File: config.mk
export PLATFORM = sky130hd
export DESIGN_NAME = flag_unit
export DESIGN_NICKNAME = d
export VERILOG_FILES = /design/src/rtl/flag_unit.sv
export SDC_FILE = /design/constraint.sdc
export NUM_CORES = 1
export LEC_CHECK = 0
export ABC_CLOCK_PERIOD_IN_PS = 2200
export CORE_MARGIN = 2
export CORE_UTILIZATION = 41
export CTS_BUF_LIST = sky130_fd_sc_hd__clkbuf_4
export DETAILED_ROUTE_END_ITERATION = 7
export PLACE_DENSITY = 0.9
export SETUP_SLACK_MARGIN = 0.2
export SYNTH_ARGS = -nofsm -noshare
export SYNTH_HDL_FRONTEND = slang
export SYNTH_SLANG_ARGS = --single-unit
export TNS_END_PERCENT = 30
File: constraint.sdc
create_clock -name in_Clk -period 2.2 [get_ports in_Clk]
set_input_delay 0.55 -clock in_Clk [delete_from_list [all_inputs] [get_ports in_Clk]]
set_output_delay 0.55 -clock in_Clk [all_outputs]
set_load 0.005 [all_outputs]
File: src/rtl/flag_unit.sv
// Condition-flag holder and condition evaluator between issue and execute.
// Issue stalls while a condition depends on flags that are still in flight.
module flag_unit #(
  parameter int PendDepth = 4,
  parameter int CntWidth  = 3
) (
  input  logic                in_Clk,
  input  logic                in_Rst_n,
  input  logic                in_IssueValid,
  output logic                out_IssueReady,
  input  logic [3:0]          in_IssueCond,
  input  logic                in_IssueSetsFlags,
  output logic                out_ExecValid,
  output logic                out_ExecPass,
  input  logic                in_ExecReady,
  input  logic                in_WbValid,
  input  logic [3:0]          in_WbCNZV,
  input  logic                in_MsrWe,
  input  logic [3:0]          in_MsrCNZV,
  input  logic                in_SaveFlags,
  input  logic                in_RestoreFlags,
  output logic [3:0]          out_CNZV,
  output logic [3:0]          out_SavedCNZV,
  output logic [CntWidth-1:0] out_Pending
);

  localparam logic [3:0]          CondAl   = 4'b1110;
  localparam logic [CntWidth-1:0] DepthCnt = CntWidth'(PendDepth);

  // Flag bit order: [3]=C [2]=N [1]=Z [0]=V.
  function automatic logic cond_pass(input logic [3:0] cond, input logic [3:0] f);
    logic c, n, z, v;
    c = f[3];
    n = f[2];
    z = f[1];
    v = f[0];
    case (cond)
      4'b0000: cond_pass = z;
      4'b0001: cond_pass = !z;
      4'b0010: cond_pass = c;
      4'b0011: cond_pass = !c;
      4'b0100: cond_pass = n;
      4'b0101: cond_pass = !n;
      4'b0110: cond_pass = v;
      4'b0111: cond_pass = !v;
      4'b1000: cond_pass = c && !z;
      4'b1001: cond_pass = !c || z;
      4'b1010: cond_pass = (n == v);
      4'b1011: cond_pass = (n != v);
      4'b1100: cond_pass = !z && (n == v);
      4'b1101: cond_pass = z || (n != v);
      4'b1110: cond_pass = 1'b1;
      default: cond_pass = 1'b0;
    endcase
  endfunction

  logic [3:0]          cnzv_p1;
  logic [3:0]          saved_p1;
  logic [CntWidth-1:0] pending;
  logic                vld_p1;
  logic                pass_p1;

  logic [3:0]          flag_next_p0;
  logic                wb_dec_p0;
  logic [CntWidth-1:0] pend_eff_p0;
  logic                slot_free_p0;
  logic                dep_ok_p0;
  logic                cap_ok_p0;
  logic                fire_p0;

  // Stage p0: flag forwarding, hazard checks and issue handshake.
  always_comb begin
    flag_next_p0 = cnzv_p1;
    if (in_RestoreFlags)  flag_next_p0 = saved_p1;
    else if (in_MsrWe)    flag_next_p0 = in_MsrCNZV;
    else if (in_WbValid)  flag_next_p0 = in_WbCNZV;
  end

  // A retiring writeback frees its slot in the same cycle, so issue can proceed.
  assign wb_dec_p0    = in_WbValid && (pending != '0);
  assign pend_eff_p0  = pending - CntWidth'(wb_dec_p0);
  assign slot_free_p0 = !vld_p1 || in_ExecReady;
  assign dep_ok_p0    = (in_IssueCond == CondAl) || (pend_eff_p0 == '0);
  assign cap_ok_p0    = !in_IssueSetsFlags || (pend_eff_p0 < DepthCnt);
  assign out_IssueReady = slot_free_p0 && dep_ok_p0 && cap_ok_p0;
  assign fire_p0      = in_IssueValid && out_IssueReady;

  // Stage p1: architectural state and the registered condition result.
  always_ff @(posedge in_Clk or negedge in_Rst_n) begin
    if (!in_Rst_n) begin
      cnzv_p1  <= '0;
      saved_p1 <= '0;
      pending  <= '0;
      vld_p1   <= 1'b0;
      pass_p1  <= 1'b0;
    end else begin
      cnzv_p1 <= flag_next_p0;
      if (in_SaveFlags) saved_p1 <= cnzv_p1;
      pending <= pend_eff_p0 + CntWidth'(fire_p0 && in_IssueSetsFlags);
      if (fire_p0) begin
        vld_p1  <= 1'b1;
        pass_p1 <= cond_pass(in_IssueCond, flag_next_p0);
      end else if (slot_free_p0) begin
        vld_p1  <= 1'b0;
      end
    end
  end

  assign out_CNZV      = cnzv_p1;
  assign out_SavedCNZV = saved_p1;
  assign out_Pending   = pending;
  assign out_ExecValid = vld_p1;
  assign out_ExecPass  = pass_p1;

endmodule

# ---- Word level (Yosys, flattened, before mapping)
# Cells that the tools add are included.
dict set report word_totals {
  regBits 13
  inputBits 21
  output_inout_bits 14
  wordCells 52
}
dict set report op_classes {
  addsub 2
  order_cmp 1
  n_eq_ne 16
  muxes 6
  n_reduce_logical 22
}
# operator count
set ops {}
lappend ops {{4-bit equality test, second input constant} 7}
lappend ops {{4-bit by 3-bit equality test with 1-bit output, second input constant} 4}
lappend ops {{1-bit case mux with 15 select lines} 1}
lappend ops {{4-bit 2-to-1 mux} 3}
lappend ops {{4-bit by 2-bit equality test with 1-bit output, second input constant} 2}
lappend ops {{1-bit logical AND} 7}
lappend ops {{1-bit logical NOT} 6}
lappend ops {{1-bit logical OR} 5}
lappend ops {{4-bit by 1-bit equality test with 1-bit output, second input constant} 1}
lappend ops {{4-bit logical NOT} 1}
lappend ops {{3-bit by 1-bit adder with 3-bit output} 1}
lappend ops {{3-bit logical NOT} 1}
lappend ops {{3-bit < comparator, second input constant} 1}
lappend ops {{3-bit nonzero test} 1}
lappend ops {{3-bit by 1-bit subtractor with 3-bit output} 1}
lappend ops {{1-bit 2-to-1 mux} 2}
lappend ops {{2-bit nonzero test} 1}
lappend ops {{1-bit equality test} 1}
lappend ops {{1-bit != test} 1}

# ---- Longest topological paths before layout
# Gate-level depths: netlist (run 1).
dict set report depth {
  word_depth 10
  mapped_depth 11
  depth_no_buf 10
}

# ---- Worst setup path after synthesis (run 1)
# Ideal clock, no wire load.
dict set report synth_timing {
  kind {input to register}
  start {in in_WbValid}
  end {reg pending[2], in the netlist out_Pending[2]}
  setup_time_ns 0.131
  arrival_time_ns 2.244
  t_required_ns 2.069
  setup_slack_ns -0.176
  stages 11
  path_buffers 1
  path_cell_list {buf_6 o31a_1 ha_1 ha_1 xor2_1 a21oi_1 o22a_1 and3_1 ha_1 ha_1 xor2_1}
}
dict set report synth_via {
  elab_chain_len 9
  elab_cells_between_ends 11
  cone_classes {2 x add/sub; 1 x order compare; 8 x reduce/logical}
}
# item line
set synth_rtl {}
lappend synth_rtl {{start: declaration} 16} ;# input logic in_WbValid,
lappend synth_rtl {{1-bit logical AND (*)} 80} ;# assign wb_dec_p0 = in_WbValid && (pending != '0);
lappend synth_rtl {{3-bit by 1-bit subtractor with 3-bit output (*)} 81} ;# assign pend_eff_p0 = pending - CntWidth'(wb_dec_p0);
lappend synth_rtl {{branches (longest 3 deep; another with 3-bit < comparator)} --}
lappend synth_rtl {{1-bit logical AND (*)} 85} ;# assign out_IssueReady = slot_free_p0 && dep_ok_p0 && cap_ok_p0;
lappend synth_rtl {{named net out_IssueReady} 10} ;# output logic out_IssueReady,
lappend synth_rtl {{1-bit logical AND (*)} 86} ;# assign fire_p0 = in_IssueValid && out_IssueReady;
lappend synth_rtl {{1-bit logical AND (*)} 99} ;# pending <= pend_eff_p0 + CntWidth'(fire_p0 && in_IssueSetsFlags);
lappend synth_rtl {{3-bit by 1-bit adder with 3-bit output (*)} 99}
lappend synth_rtl {{end signal: assignment} 99}
lappend synth_rtl {{end: declaration} 59} ;# logic [CntWidth-1:0] pending;
# Mark *: on every way through the listed nets, which the timed path passes.
# A chain may end at the register's enable or synchronous reset.

# ---- Final worst setup path (run 1)
dict set report layout_timing {
  start {reg pending[2], in the netlist out_Pending[2]}
  end {out out_IssueReady}
}
dict set report layout_via {
  elab_chain_len 7
  elab_cells_between_ends 9
  cone_classes {1 x add/sub; 1 x order compare; 7 x reduce/logical}
}
# item line
set layout_rtl {}
lappend layout_rtl {{3-bit nonzero test} 80}
lappend layout_rtl {{1-bit logical AND} 80}
lappend layout_rtl {{3-bit by 1-bit subtractor with 3-bit output (*)} 81}
lappend layout_rtl {{branches (longest 3 deep; another with 3-bit < comparator)} --}
lappend layout_rtl {{1-bit logical AND (*)} 85}
lappend layout_rtl {{end: declaration} 10}
# Every way passes the cells marked *.

==> results of run 1 <==
==> timing repair <==
action,4_1_cts,5_1_grt
resized for setup,6,2
setup buffers,1,0
pin swaps,6,1
setup endpoints to repair,6,5
==> through the flow <==
step,cell area (sq um),total power [mW],hold slack [ns],setup slack [ns],setup TNS [ns]
final,1460,1.15,0.518,-0.274,-0.320
after global routing,1460,1.24,0.569,-0.357,-0.623
after CTS,1450,1.13,0.519,-0.281,-0.351
after detailed placement,1420,0.966,0.500,-0.842,-2.65
after global placement,1420,0.930,0.496,-0.745,-2.17
after floorplan,985,0.651,0.254,-0.0314,-0.0314
==> cells in the final DEF (no fill, tap or decap), types with 3 or more instances in the layout <==
master	synthesis	final
clkdlybuf4s50_1	0	32
buf_4	2	15
dfrtp_1	13	13
inv_1	9	9
nand2_1	8	7
o21ai_0	6	6
nor2_1	4	4
mux2i_1	4	4
nor3b_1	3	3
a221oi_2	3	3
nand3b_1	3	3
nand3_1	3	3
a31oi_1	3	3
xnor2_1	3	3
ha_4	0	3
clkbuf_4	1	3
==> sequential cells by signal (all words and copies together), names as in the netlist <==
name / flops
out_Pending: 3
out_ExecPass: 1
out_CNZV: 4
out_SavedCNZV: 4
out_ExecValid: 1
==> power groups by stage <==
stage / registers, mW / clock network (mW) / logic, mW
after CTS: 0.340 / 0.146 / 0.641
after global routing: 0.347 / 0.159 / 0.731
after global placement: 0.343 / 0 / 0.586
final: 0.339 / 0.144 / 0.666
after detailed placement: 0.345 / 0 / 0.622
after floorplan: 0.358 / 0 / 0.293
==> cell usage after synthesis <==
cell       number
dfrtp_1        13
inv_1           9
nand2_1         8
o21ai_0         6
ha_1            4
mux2i_1         4
nor2_1          4
a221oi_2        3
a31oi_1         3
nand3_1         3
nand3b_1        3
nor3b_1         3
xnor2_1         3
xor2_1          3
a21oi_1         2
buf_4           2
a211oi_2        1
a221oi_4        1
a31o_1          1
a41oi_1         1
and2b_1         1
and3_1          1
buf_2           1
buf_6           1
clkbuf_1        1
clkbuf_4        1
nand2b_1        1
nand4b_1        1
nor2_2          1
nor2b_1         1
nor3_1          1
nor3b_2         1
nor4bb_1        1
o2111ai_1       1
o21ai_1         1
o22a_1          1
o311ai_1        1
o31a_1          1
o41ai_1         1
xor2_2          1
==> critical path, cell delays in order (launching register included) <==
cell and delay, ns:
dfrtp_1 0.39, o31a_1 0.31, ha_2 0.19, ha_4 0.16
xor2_2 0.17, a21oi_2 0.12, o22a_1 0.19, buf_2 0.13
==> area by class of cell <==
type / instances / area [sq um] / area share, %
multi-input cells: 69 / 596 / 40.7
clock inverters: 1 / 5.00 / 0.342
repair buffers: 49 / 447 / 30.5
well taps: 28 / 35.0 / 2.39
inverters: 9 / 33.8 / 2.31
flip-flops and latches: 13 / 325 / 22.2
clock buffers: 3 / 22.5 / 1.54
==> path summary, 6_finish.rpt <==
kind / startpoint / to / cells after the start
max: out_Pending[2] / out_IssueReady / 7
min: out_CNZV[3] / out_SavedCNZV[3] / 2
max reg2reg: out_Pending[2] / out_Pending[2] / 10
min reg2reg: out_CNZV[3] / out_SavedCNZV[3] / 2
max in group asynchronous: in_Rst_n / out_Pending[1] / 1
min in group asynchronous: in_Rst_n / out_SavedCNZV[2] / 1
==> cell families after synthesis <==
family          Yosys count  share of synthesized area [%]
mux                       4                           4.24
compound gates           24                           22.1
xor+xnor                  7                           7.30
simple gates             30                           18.4
fa+ha+maj                 4                           5.31
flops                    13                           34.5
buf+inv                  15                           8.09
==> layer usage <==
| metal | up-vias | global-route usage (%) | share of wire [%] |
|---|---|---|---|
| met4 | 0 | 7.46 | 2.6 |
| met1 | 436 | 21.8 | 40 |
| met3 | 6 | 2.30 | 3.5 |
| met5 | - | 0 | 0 |
| met2 | 22 | 35.9 | 54 |
| li1 | 444 | - | - |
==> impl_results.md, run 1 <==
* Nets at 170
* Detailed placement HPWL at between 1500 and 2000 um
* Synth top area share at 34.5%
* Final Non-Filler Cells at 172
* Die area at 2700 sq um
* Max-Cap Viols at 0
* Diode count at 0
* Pwr Density at roughly 790 nW/um^2
* Final WL at 2340 um
* Crit Path Category: register to primary output
* Status: finished with violations
* Switching pwr at between 400 and 500 uW
* Die W at 52.0 um
* Reg2Reg Setup Slack at -0.03 ns
* Final setup skew at 0.00635 ns
* Avg WL per Cell at 13.6 um
* Tot GR Track Use at 19.2%
* CP Launch Type: register
* Final core occ at 66.8%
* Syn_nets at around 120
* Worst-Margin Slew at between 0.5 and 0.6 ns
* Total grt overflow at 0
* Synth area leader: dfrtp_1
* Sequential share of the synthesized area at 34.5%
* Final min period at ~2.5 ns
* Number of CTS-inserted buffers at 3
* Largest net degree at the start of global routing at 14
* H-tree depth at 1
* RSZ-0062 raised after global routing: yes
* Syn avg cell area at 9.73 sq um
* Ys Warns at 0
* Sequential power share at 29.5%
* Cell variety after synth at 40
* Crit path DAT at 1.92 ns
* Max-slew violations at 0
* Clk_lat worst skew at 0.27 ns
* Core Box Area at 2190 sq um
* Final worst slack at -0.274 ns
* Synth Instances at 97
* Comb pwr share at between 50% and 60%
* Switch share at 34.8%
* Initial DRC count at 7
* Fmax at 0.404 GHz
* Mapped cell area at ~940 sq um
* Final Cycle Share at 112%
* Placed instance count at 167
* Num Clock Sinks at 13
* Port bufs at 34
* Hold Crit Class: register to register
* Area Overhead vs Synth at 55.2%
* CTS tree: yes
* Final hold vios at 0
* Post-route ant nets at 0
* Critical Path Fanout Max at 3
* Clock Tree Root: clkbuf_4
* Pleak at slightly above 0.6 nW
* Synth top area cells: dfrtp_1 (34%), ha_1 (5.3%), a221oi_2 (4.8%)
* # fillers at between 150 and 200
* Number of global-route vias before repair at 896
* Clk pwr share at 12.6%
* Synthesized flop and latch total at 13
* Failing checks: setup timing
* Internal at 750 uW
* Num ports at 35
* Initial core utilization at 43.1%
* Die Span Y at 52.0 um
* Initial antenna violation count at 0
* Via count at 908
* Vias per cell at 5.28
* RePlAce Congestion at 0.872
* Rows at 17
* Worst VDD drop at 0.000517 V
* Endpoint class of the critical path: primary output
* Worst-path clk slew at ~0.09 ns
* Slew headroom at around three fifths
* Final setup viols at 3
* Worst Path Required at ~1.7 ns
* First-pass GRT wire length at ~3900 um
* Number of hold buffers added after cts at 0
* DRT Pass-1 Iters at 4
* Clk buf depth at 2
* Layout cells sized above 1 at 24.3%
* Residual DRC at 0
(Power assumes the default switching activity.)
==> inputs of run 2 (changes only) <==
CAP_MARGIN = 10   (was not set)
CTS_CLUSTER_DIAMETER = 150   (was not set)
GPL_ROUTABILITY_DRIVEN = 0   (was not set)
==> results of run 2 <==
No change in the layout: final DEF, timing and power equal those of run 1.
==> edit (flow settings as in run 1) <==
Change the parameter `CntWidth` from 3 to 5.
--- a/src/rtl/flag_unit.sv
+++ b/src/rtl/flag_unit.sv
@@ -2,7 +2,7 @@
 // Issue stalls while a condition depends on flags that are still in flight.
 module flag_unit #(
   parameter int PendDepth = 4,
-  parameter int CntWidth  = 3
+  parameter int CntWidth  = 5
 ) (
   input  logic                in_Clk,
   input  logic                in_Rst_n,
Interface: changed (resized out_Pending); port bits go from 35 to 37. The function was not compared with the original's and may differ.
==> edit against run 1 <==
- the flow still finishes with violations (negative setup slack)
- clock power rose by 22%
- power rose by 34%
- final area rose by 23%
- wire length rose by 30%
- via count rose by 21%
- synthesized area rose by 20%
- setup slack got worse by 0.65 ns
- count of clock-buffer cells in the layout rose by 1
- sequential cell count rose by 2
- critical endpoint is now out_Pending[4]
- largest power group unchanged
==> edit: results (changes against run 1) <==
setup TNS -4.791 ns (-4.471 ns); Seq/Total Area, Yosys 33.26% (-1.2 points); Net count, final 201 (+18%); CP max stage delay 0.53 ns (+0.14 ns); # setup viols final 8 (+5); routed length on met2 1633 microns (+30%); worst slack, placed -1.011 ns (-0.1689 ns); Detail Route met3 WL 93 microns (+15%); WL met1 1290 microns (+38%); crit path launch out_Pending[4]; Leakage 0.7619 nW (+24%); Avg WL per Cell 14.78 microns (+8.8%); crit-path leading delay family simple AND/OR/NAND/NOR gates; met3 usage 2.304% (+0.0053 points); Rel. slew slack 60.80% (-0.17 points); fin worst setup slack -0.9261 ns (-0.6523 ns); IR Drop Worst-Case VDD 0.9157 mV (+77%); met2 GRT Util 38.37% (+2.5 points); Synth Area per Inst 9.564 sq um (-1.7%); HPWL after DPL 2240 microns (+18%); Post-synth top cells dfrtp_1, nand2_1, inv_1, nor2b_1; routability cong. 0.7965 (-8.6%); GR Util met1 23.95% (+2.2 points); share of cells above drive strength 1 25.71% (+1.4 points); CP max stage cell or4_4; clk_skew 0.002300 ns (-0.004054 ns); failing checks negative setup slack; DP Area 0.001668 sq mm (+18%); largest net degree at the start of global routing 16 (+2); status complete, but fails checks; port bufs 36 (+5.9%); vias 1,103 (+21%); synth unique cells 44 (+10%)
-- edit: cell count changes in the layout (fill, tap and decap cells not counted), moves of 3 or more --
cell	before	now
a221oi_2	3	0
buf_4	15	24
nand2_1	7	10
nand3_1	3	0
nor2b_1	1	6
-- edit: logic make-up after synthesis --
group	count (synthesis)	share of synthesized area [%]
multiplexers	8	8.759
AND/OR/NAND/NOR	41	21.62
AO/OA/AOI/OAI	24	16.74
buffers and inverters	16	6.209
flip-flops	15	33.26
XOR/XNOR	10	8.979
adder cells (fa/ha/maj)	4	4.435
-- edit: area by class of cell --
cell class	count	area, sq um
tap	31	38.79
clock buffer	4	30.03
sequential	15	375.4
multi-input combinational	87	764.5
inverter	8	30.03
timing repair buffer	61	555.5
fill	208	892.1
-- edit: timing repair --
| action | in CTS | in global routing |
|---|---|---|
| hold buffers | 0 | 0 |
| pin swaps | 13 | 6 |
| resized for setup | 10 | 6 |
| gates cloned | 0 | 0 |
| endpoints found under the setup margin | 8 | 8 |
| buffers inserted | 3 | 2 |
-- edit: worst max-delay path by stage --
stage                endpoint  depth (start not counted)  slack [ns]
6_report       out_Pending[4]                         14       -0.93
5_1_grt        out_Pending[4]                         14       -1.14
4_1_cts        out_IssueReady                          9       -0.92
3_5_place_dp   out_Pending[4]                         14       -1.01
3_3_place_gp   out_IssueReady                          9       -0.98
2_1_floorplan  out_Pending[4]                         15       -0.89
-- edit: worst register-to-register path: cells and delay by family (launching register included) --
kind            cells  cell delay, ns
simple gates        4            1.05
compound gates      4            0.64
fa+ha+maj           3            0.47
flops               1            0.38
xor+xnor            2            0.27
mux                 1            0.20
-- edit: report_power, final --
part           switching [mW]  leakage (nW)  internal (mW)
Clock                  0.0927        0.0184         0.0827
Combinational           0.393         0.568          0.551
Sequential             0.0556         0.176          0.364
Total                   0.542         0.762          0.998
